File: config.mk
export PLATFORM = sky130hd
export DESIGN_NAME = cpu_trace_buffer
export DESIGN_NICKNAME = d
export VERILOG_FILES = /design/src/rtl/cpu_trace_pkg.sv /design/src/rtl/cpu_trace_buffer_ram.sv /design/src/rtl/cpu_trace_buffer.sv
export SDC_FILE = /design/constraint.sdc
export NUM_CORES = 1
export LEC_CHECK = 0
export CELL_PAD_IN_SITES_DETAIL_PLACEMENT = 1
export CELL_PAD_IN_SITES_GLOBAL_PLACEMENT = 1
export CORE_ASPECT_RATIO = 0.7
export CORE_UTILIZATION = 37
export DETAILED_ROUTE_END_ITERATION = 16
export PLACE_DENSITY_LB_ADDON = 0.1
export SYNTH_ARGS = -nofsm -noshare
export SYNTH_HDL_FRONTEND = slang
export SYNTH_SLANG_ARGS = --single-unit
File: constraint.sdc
create_clock -name clk -period 16 [get_ports clk]
set_input_delay 2.4 -clock clk [delete_from_list [all_inputs] [get_ports clk]]
set_output_delay 2.4 -clock clk [all_outputs]
set_load 0.01 [all_outputs]
File: src/rtl/cpu_trace_pkg.sv
// Shared definitions for the CPU commit trace buffer: FSM encoding,
// flag bit positions and the packed entry width.
package cpu_trace_pkg;

    typedef enum logic [1:0] {
        IDLE    = 2'd0,
        CAPTURE = 2'd1,
        POST    = 2'd2,
        DONE    = 2'd3
    } trc_state_e;

    localparam int FLAG_REGWRITE = 0;
    localparam int FLAG_MEMWRITE = 1;

    // Entry layout, MSB first: {pc, instr, wreg, wdata, memwrite, regwrite}
    function automatic int entry_width(input int addr_w, input int data_w);
        return addr_w + 32 + 5 + data_w + 2;
    endfunction

endpackage

File: src/rtl/cpu_trace_buffer_ram.sv
// Trace storage: one synchronous write port, one synchronous read port.
// The registered read data gives the 1-cycle pop latency.
module trace_ram #(
    parameter int WIDTH = 80,
    parameter int DEPTH = 8,
    parameter int PTR_W = $clog2(DEPTH)
) (
    input  logic             clk,
    input  logic             rst_n,
    input  logic             we,
    input  logic [PTR_W-1:0] waddr,
    input  logic [WIDTH-1:0] wdata,
    input  logic             re,
    input  logic [PTR_W-1:0] raddr,
    output logic [WIDTH-1:0] rdata
);

    logic [WIDTH-1:0] mem [DEPTH];

    always_ff @(posedge clk) begin
        if (we) mem[waddr] <= wdata;
    end

    // Only the read register is cleared so the popped outputs read 0 out of reset.
    always_ff @(posedge clk or negedge rst_n) begin
        if (!rst_n)  rdata <= '0;
        else if (re) rdata <= mem[raddr];
    end

endmodule

File: src/rtl/cpu_trace_buffer.sv
// Passive commit-trace recorder for the single-cycle MIPS core: circular
// capture with optional PC trigger and post-trigger count, drained oldest-first.
module cpu_trace_buffer
    import cpu_trace_pkg::*;
#(
    parameter int ADDR_W = 32,
    parameter int DATA_W = 32,
    parameter int DEPTH  = 8,
    parameter int PTR_W  = $clog2(DEPTH)
) (
    input  logic              clk,
    input  logic              rst_n,
    input  logic              arm,
    input  logic              stop,
    input  logic              mode,
    input  logic              filter_wb,
    input  logic [ADDR_W-1:0] trig_pc,
    input  logic [PTR_W-1:0]  post_cnt,
    input  logic [ADDR_W-1:0] trc_pc,
    input  logic [31:0]       trc_instr,
    input  logic              trc_regwrite,
    input  logic [4:0]        trc_wreg,
    input  logic [DATA_W-1:0] trc_wdata,
    input  logic              trc_memwrite,
    input  logic              rd_en,
    output logic              rd_valid,
    output logic [ADDR_W-1:0] rd_pc,
    output logic [31:0]       rd_instr,
    output logic [4:0]        rd_wreg,
    output logic [DATA_W-1:0] rd_wdata,
    output logic [1:0]        rd_flags,
    output logic [1:0]        state,
    output logic [PTR_W:0]    count,
    output logic              triggered,
    output logic              overflow
);

    localparam int ENTRY_W = entry_width(ADDR_W, DATA_W);
    localparam logic [PTR_W:0] FULL_CNT = (PTR_W + 1)'(DEPTH);

    trc_state_e       state_q, state_d;
    logic [PTR_W-1:0] wptr, post_rem, raddr;
    logic [PTR_W:0]   cnt;
    logic             trig_q, ovf_q, vld_q;
    logic             in_cap, trig_hit, qualify, pop, full;
    logic [ENTRY_W-1:0] wentry, rentry;

    always_comb begin
        in_cap   = (state_q == CAPTURE) || (state_q == POST);
        trig_hit = (state_q == CAPTURE) && mode && (trc_pc == trig_pc) && !trig_q;
        qualify  = !arm && in_cap &&
                   (!filter_wb || trc_regwrite || trc_memwrite || trig_hit);
        full     = (cnt == FULL_CNT);
        pop      = !arm && (state_q == DONE) && rd_en && (cnt != '0);
        // Oldest entry; when full the low bits of cnt wrap to 0, giving wptr.
        raddr    = wptr - cnt[PTR_W-1:0];
        wentry   = {trc_pc, trc_instr, trc_wreg, trc_wdata, trc_memwrite, trc_regwrite};
    end

    always_comb begin
        state_d = state_q;
        if (arm) begin
            state_d = CAPTURE;
        end else begin
            case (state_q)
                CAPTURE: begin
                    if (trig_hit)  state_d = (stop || post_cnt == '0) ? DONE : POST;
                    else if (stop) state_d = DONE;
                end
                POST: begin
                    if (stop || (qualify && post_rem == PTR_W'(1))) state_d = DONE;
                end
                DONE: begin
                    if (pop && cnt == (PTR_W + 1)'(1)) state_d = IDLE;
                end
                default: state_d = state_q;
            endcase
        end
    end

    always_ff @(posedge clk or negedge rst_n) begin
        if (!rst_n) begin
            state_q  <= IDLE;
            wptr     <= '0;
            cnt      <= '0;
            post_rem <= '0;
            trig_q   <= 1'b0;
            ovf_q    <= 1'b0;
            vld_q    <= 1'b0;
        end else if (arm) begin
            state_q  <= state_d;
            wptr     <= '0;
            cnt      <= '0;
            post_rem <= '0;
            trig_q   <= 1'b0;
            ovf_q    <= 1'b0;
            vld_q    <= 1'b0;
        end else begin
            state_q <= state_d;
            vld_q   <= pop;
            if (qualify) begin
                wptr <= wptr + 1'b1;
                if (full) ovf_q <= 1'b1;
                else      cnt   <= cnt + 1'b1;
            end
            if (pop) cnt <= cnt - 1'b1;
            if (trig_hit) begin
                trig_q   <= 1'b1;
                post_rem <= post_cnt;
            end else if (state_q == POST && qualify) begin
                post_rem <= post_rem - 1'b1;
            end
        end
    end

    trace_ram #(
        .WIDTH (ENTRY_W),
        .DEPTH (DEPTH),
        .PTR_W (PTR_W)
    ) u_ram (
        .clk   (clk),
        .rst_n (rst_n),
        .we    (qualify),
        .waddr (wptr),
        .wdata (wentry),
        .re    (pop),
        .raddr (raddr),
        .rdata (rentry)
    );

    assign {rd_pc, rd_instr, rd_wreg, rd_wdata, rd_flags} = rentry;
    assign rd_valid  = vld_q;
    assign state     = state_q;
    assign count     = cnt;
    assign triggered = trig_q;
    assign overflow  = ovf_q;

endmodule

==> reports/qor.yml, run 1 <==
placed_design:
  io_buffers: 256
  place_ws_ns: 8.025
  hpwl_mm: 51.88
  gp_congestion: 0.7656
route:
  remaining_drc_errors: 0
  drtIter0Drc: 1208
  ant_nets: 0
  wire_per_inst_um: 26.71
  drt-pass1-iter-count: 5
  vias: 17350
  vias_per_cell: 5.157
  routed_wl_mm: 89.84
setup_path:
  r2r-end: "u_ram.mem[7][52]"
  startpoint_type: "input pin"
  worstPathRequired_ns: 16.27
  r2r_slack_ns: 10.84
  r2r_start: "state[1]"
  end_kind: "flip-flop"
  timing_worst_setup_path_type: "in -> reg"
  cp.arrival_ns: 7.44
  reg2regPathDepth: 11
  crit_start: "trc_pc[23]"
  cp_max_fo: 45
hold_path:
  min_to: "u_ram.rdata[72]"
  holdPathStages: 2
  hp-class: "reg -> reg"
  hold_start: "u_ram.rdata[72]"
cts:
  hold_buffers: 0
  cts_made_buffers: 94
  h-tree-depth: 3
  cts_resized: 0
  clockBufferDepth: 3
  ctsRootBufferMaster: "clkbuf_16"
  cts_tree: "yes"
  cts_sinks: 942
  cts_setup_buffers: 0
  clk_pin_slew_ns: 0.06
  clock_latency_ns: 0.66
cells_and_area:
  layout-drive-gt1-share_pct: 18.90
  nFillCells: 8898
  syn_to_final_growth_pct: 20.16
  finalNetCount: 2176
synth:
  synth_common_cells: "edfxtp_1 (824), mux4_2 (206), dfrtp_1 (118)"
  synth_area_leaders: "edfxtp_1 (69%), mux4_2 (13%), dfrtp_1 (8.2%), mux2i_1 (3.0%), o21ai_0 (1.4%)"
  avgSynthCellArea_um2: 20.89
  ys_ff_latch: 942
  synth.cell_area_um2: 35900
  synth_fp_nets: 1875
  synthArstFlopShare_pct: 12.53
  syn_inst: 1718
  synth_most_common_cell: "edfxtp_1"
  synth.distinct_cells: 49
  yosysTopAreaCellShare_pct: 68.93
  dominantRegCellSynth: "edfxtp_1"
  yosysWarnings: 0
  ys_seq_area_share_pct: 77.16
  synth_edf_count: 824
  synth_largest_area_cell: "edfxtp_1"
floorplanning:
  core_um2: 96040
  fp.dieW_um: 374.3
  dieArea_um2: 98280
  initial_core_util_pct: 37.37
  die_h_um: 262.6
  num_rows: 95
  ioPinCount: 257
sta:
  finalCritPeriodShare_pct: 44.79
  hold_viol: 0
  fin_crit_ns: 7.166
  worst_slack_ns: 8.834
  drv_slew: 0
  setup-violations-final: 0
  setup-tns-final_ns: 0
  rsz0062_at_grt: "no"
  relSlewSlack_pct: 29.12
  worst_pin_slew_ns: 1.061
  clock_skew_ns: 0.02431
  fmax_mhz: 139.5
global_route:
  grt_max_degree: 92
  grt_pass1_wl_mm: 132.5
  track_usage_pct: 18.48
  antenna_found_initial: 12
  grt_pass1_vias: 18890
  overflow: 0
pwr:
  max-vdd-ir-drop_mv: 0.1988
  power_leakage_nw: 14.32
  powerDensity_nw_per_um2: 195.8
run:
  cap_violations: 0
run_status:
  status: "finished, final reports clean"
## registers in the layout (all words and copies together), names as in the netlist
register     count
count            4
overflow         1
wptr             3
rd_valid         1
u_ram.rdata    103
post_rem         3
u_ram.mem      824
state            2
triggered        1
## per-layer routing
| metal | share of wire [%] | GRT usage, % |
|---|---|---|
| met1 | 46 | 26.10 |
| met2 | 48 | 29.45 |
| met3 | 5.0 | 4.071 |
| met4 | 1.5 | 3.910 |
| met5 | 0.11 | 0 |
## critical path: stages
cell and delay, ns:
clkdlybuf4s50_1 0.63, xor2_1 0.31, nor4_2 0.36, nand3_1 0.15, or4_4 0.63, a21oi_4 0.35, nand2_1 0.26, nor2_4 0.88
buf_4 0.66, buf_4 0.72
## worst max-delay path by stage
| stage | to | slack, ns | cells past startpoint |
|---|---|---|---|
| after floorplan | u_ram.mem[1][0] | 1.51 | 8 |
| after global placement | u_ram.mem[2][49] | 8.10 | 10 |
| after detailed placement | u_ram.mem[2][52] | 8.02 | 10 |
| after CTS | u_ram.mem[7][52] | 8.74 | 10 |
| after global routing | u_ram.mem[2][49] | 8.52 | 10 |
| final | u_ram.mem[7][52] | 8.83 | 10 |
## cell type report
cell class                 instances  area [um2]  area share [%]
clock buffer                     140        2688           6.231
multi-input combinational        677        7878           18.26
sequential                       942       27700           64.21
tap                             1261        1578           3.658
clock inverter                    38       415.4          0.9631
inverter                          14       52.55          0.1218
timing repair buffer             290        2819           6.536
antenna                            2       5.005         0.01160
## kinds of logic (layout without fill, tap and decap cells)
logic type / Yosys count / after routing / share of synthesized area (%)
flops: 942 / 942 / 77.16
mux: 314 / 314 / 15.95
simple gates: 186 / 186 / 2.332
compound gates: 129 / 129 / 2.098
buf+inv: 99 / 482 / 1.140
xor+xnor: 36 / 36 / 0.8784
fa+ha+maj: 12 / 12 / 0.4392
other cells: 0 / 2 / 0
## cells in the final DEF (no fill, tap or decap), types with 3 or more instances in the layout
master | Yosys | layout
edfxtp_1 | 824 | 824
clkdlybuf4s50_1 | 0 | 255
mux4_2 | 206 | 206
dfrtp_1 | 118 | 118
nand2_1 | 115 | 115
mux2i_1 | 106 | 106
o21ai_0 | 99 | 99
clkbuf_16 | 0 | 96
buf_4 | 0 | 34
clkbuf_1 | 44 | 32
xor2_1 | 31 | 31
nor2_1 | 23 | 21
inv_1 | 14 | 14
clkbuf_8 | 0 | 12
clkinv_1 | 0 | 12
nor4_1 | 12 | 11
clkinv_2 | 0 | 11
ha_1 | 11 | 10
nor3_1 | 9 | 9
bufinv_16 | 0 | 7
o21ai_1 | 6 | 6
nand4_1 | 5 | 5
a21oi_1 | 4 | 4
xnor2_1 | 5 | 4
a211oi_1 | 3 | 3
nor2b_1 | 4 | 3
nor4_2 | 2 | 3
## power breakdown
| part | leakage [nW] | total (W) | switching (W) | internal [W] |
|---|---|---|---|---|
| Combinational | 3.83 | 0.00310 | 0.00159 | 0.00151 |
| Clock | 1.51 | 0.00221 | 0.000931 | 0.00128 |
| Sequential | 8.97 | 0.00313 | 0.000127 | 0.00300 |
## metrics by stage
step           util, %  cells  total power [W]  hold slack [ns]  cell area (um2)
2_1_floorplan        -   1718         0.005315           0.5162            35900
3_3_place_gp     41.67   3184         0.006373           0.4609            40020
3_5_place_dp     41.67   3184         0.006392           0.4732            40020
4_1_cts          44.90   3362         0.008626           0.4875            43130
5_1_grt          44.91   3363         0.008901           0.5095            43130
6_report         44.91   3364         0.008443           0.4822            43130
Power figures use the tool's default switching activity.
==> inputs of run 2 (changes only) <==
==> constraint.sdc (replaced) <==
create_clock -name clk -period 7.05 [get_ports clk]
set_input_delay 1.0575 -clock clk [delete_from_list [all_inputs] [get_ports clk]]
set_output_delay 1.0575 -clock clk [all_outputs]
set_load 0.01 [all_outputs]
==> run 2 against run 1 <==
Effect of this change: flip-flop and latch count unchanged; worst hold slack got worse by 0.0044 ns; via count fell by 0.24%; critical path depth fell by 1; count of clock-buffer cells in the layout down 16; sequential share of layout area fell by 0.58 points; clock power grew 140%; non-clock buffer count did not move; die area is the same.
==> reports/qor.yml, run 2 (synthesized netlist as in run 1, its figures left out) <==
route:
  vias: 17310  # -0.24%
  vias_per_cell: 5.144  # -0.27%
  drt-pass1-iter-count: 5  # unchanged
  wire_per_inst_um: 26.58  # -0.47%
  remaining_drc_errors: 0  # unchanged
  wl_met3_mm: 3.751  # -16%
  ant_nets: 0  # unchanged
  maxUsedRoutingLayer: "met5"
  routed_wl_mm: 89.45  # -0.44%
  wl_met2_mm: 42.74  # -0.41%
  wl_met1_mm: 41.62  # +1.6%
  drtIter0Drc: 1391  # +15%
sta:
  hold_viol: 0  # unchanged
  drv_slew: 0  # unchanged
  finalCritPeriodShare_pct: 67.56
  worst_pin_slew_ns: 1.113  # +0.05211 ns
  setup-violations-final: 0  # unchanged
  clock_skew_ns: 0.02310  # -0.001211 ns
  rsz0062_at_grt: "no"
  fin_crit_ns: 4.763
  relSlewSlack_pct: 25.66  # -3.5 points
  fmax_mhz: 210.0
cts:
  clock_latency_ns: 0.65  # about the same
  clk_pin_slew_ns: 0.06  # about the same
  cts_made_buffers: 94  # unchanged
  h-tree-depth: 3  # unchanged
  cts_resized: 0  # unchanged
  hold_buffers: 0  # unchanged
  clockBufferDepth: 3  # unchanged
  cts_sinks: 942  # unchanged
  cts_tree: "yes"
  ctsRootBufferMaster: "clkbuf_16"
  cts_setup_buffers: 0  # unchanged
floorplanning:
  num_rows: 95  # unchanged
  initial_core_util_pct: 37.37  # unchanged
  fp.dieW_um: 374.3  # unchanged
  core_um2: 96040  # unchanged
  die_h_um: 262.6  # unchanged
  dieArea_um2: 98280  # unchanged
  ioPinCount: 257  # unchanged
placed_design:
  io_buffers: 256  # unchanged
  dpl_cell_area_um2: 40190  # +0.41%
  hpwl_mm: 53.41  # +2.9%
  gp_congestion: 0.7777  # +1.6%
setup_path:
  path_cells: "clkdlybuf4s50_1 > xor2_1 > nor4_1 > nand4_1 > or4_4 > a21oi_4 > and2_1 > nor2b_4 > buf_4"
  cp_max_fo: 24  # -47%
  cpMaxStageDelayCell: "nor2b_4"
  startpoint_type: "input pin"
  worstPathRequired_ns: 7.38  # -8.89 ns
  cp.arrival_ns: 5.09  # -2.35 ns
  timing_worst_setup_path_type: "in -> reg"
  cpPeakStageDelay_ns: 0.93  # +0.05 ns
  r2r_slack_ns: 2.87  # -7.97 ns
  r2r-end: "u_ram.mem[2][7]"
  r2r_start: "state[1]"
  end_kind: "flip-flop"
  reg2regPathDepth: 10  # -1
hold_path:
  min_to: "u_ram.rdata[70]"
  holdPathStages: 2  # unchanged
  hold_start: "u_ram.rdata[70]"
  hp-class: "reg -> reg"
cells_and_area:
  regMostFlops: "u_ram.mem"
  finalNetCount: 2176  # unchanged
  finalCoreUtilization_pct: 45.32  # +0.41 points
  multiInputGateArea_um2: 7893  # +0.19%
  seqCellArea_um2: 27700  # unchanged
  final_common_cell: "edfxtp_1"
  nFillCells: 8864  # -0.38%
  fin_area_um2: 43520  # +0.91%
  largest_reg_flops: 824  # unchanged
  layout_common_cells: "edfxtp_1 (824), clkdlybuf4s50_1 (255), mux4_2 (206)"
  syn_to_final_growth_pct: 21.25
  layout-drive-gt1-share_pct: 19.85  # +0.95 points
global_route:
  track_usage_pct: 18.36  # -0.12 points
  overflow: 0  # unchanged
  grt_pass1_wl_mm: 131.1  # -1.1%
  grt_max_degree: 115  # +25%
  antenna_found_initial: 6  # -6
  grt_pass1_vias: 18870  # -0.10%
pwr:
  p_switching_w: 0.006163  # +130%
  internal_power_w: 0.01349  # +130%
  max-vdd-ir-drop_mv: 0.5845  # +190%
  power_leakage_nw: 14.49  # +1.2%
  comb_power_share_pct: 36.8  # about the same
  swShare_pct: 31.35  # -0.048 points
  powerDensity_nw_per_um2: 451.7  # +130%
  pwr-share-seq_pct: 36.2  # -0.8 points
  clkPwrFrac_pct: 27.1  # +0.9 points
run:
  cap_violations: 0  # unchanged
run_status:
  status: "finished, final reports clean"
==> run 2: cell count changes in the layout (fill, tap and decap cells not counted), moves of 2 or more <==
cell       change
buf_4         -12
clkinv_1       -3
bufinv_16      +8
clkinv_2      +11
inv_16         -2
clkbuf_16      +2
clkinv_4       +2
clkbuf_1      -17
buf_12        +12
==> run 2: cell type report <==
| class | count | share of cell area (%) |
|---|---|---|
| diodes | 3 | 0.01725 |
| flip-flops and latches | 942 | 63.63 |
| clock buffers | 124 | 6.112 |
| repair buffers | 290 | 6.822 |
| well taps | 1261 | 3.625 |
| inverters | 14 | 0.1207 |
| clock inverters | 54 | 1.535 |
| multi-input cells | 677 | 18.13 |
==> run 2: per-stage QoR <==
step           TNS, ns  setup WS [ns]  hold WS (ns)  power (W)  instances
3_5_place_dp         0          1.548        0.4709    0.01471       3184
4_1_cts              0          2.257        0.4855    0.02009       3362
6_report             0          2.287        0.4779    0.01966       3365
5_1_grt              0          2.162        0.5058    0.02065       3363
2_1_floorplan  -109.80        -0.5332        0.5162    0.01203       1718
3_3_place_gp         0          1.599        0.4627    0.01464       3184
==> run 2: worst max-delay path by stage <==
| stage | start | end | slack (ns) | depth (start not counted) |
|---|---|---|---|---|
| after floorplan | trig_pc[27] | u_ram.mem[3][0] | -0.53 | 8 |
| after global routing | trc_pc[23] | u_ram.mem[2][45] | 2.16 | 9 |
| final | trc_pc[31] | u_ram.mem[2][7] | 2.29 | 9 |
| after CTS | trc_pc[23] | u_ram.mem[2][95] | 2.26 | 9 |
| after detailed placement | trc_pc[23] | u_ram.mem[2][8] | 1.55 | 9 |
| after global placement | trc_pc[31] | u_ram.mem[2][8] | 1.60 | 9 |
==> run 2: power groups by stage <==
stage               Clock, W  Sequential, W  Combinational (W)
floorplan                  0        0.00728            0.00475
global placement           0        0.00721            0.00743
detailed placement         0        0.00725            0.00746
CTS                  0.00547        0.00713            0.00749
global route         0.00565        0.00719            0.00781
finish               0.00532        0.00711            0.00723
==> run 2: per-layer routing <==
metal	vias up	global-route usage, %
li1	7585	-
met1	9267	26.32
met2	345	29.43
met3	105	3.462
met4	6	3.567
met5	-	0
==> run 2: critical path, delay by kind of cell <==
kind | cells | cell delay (ns)
AO/OA/AOI/OAI | 1 | 0.34
buffers and inverters | 2 | 1.07
AND/OR/NAND/NOR | 5 | 2.27
XOR/XNOR | 1 | 0.32
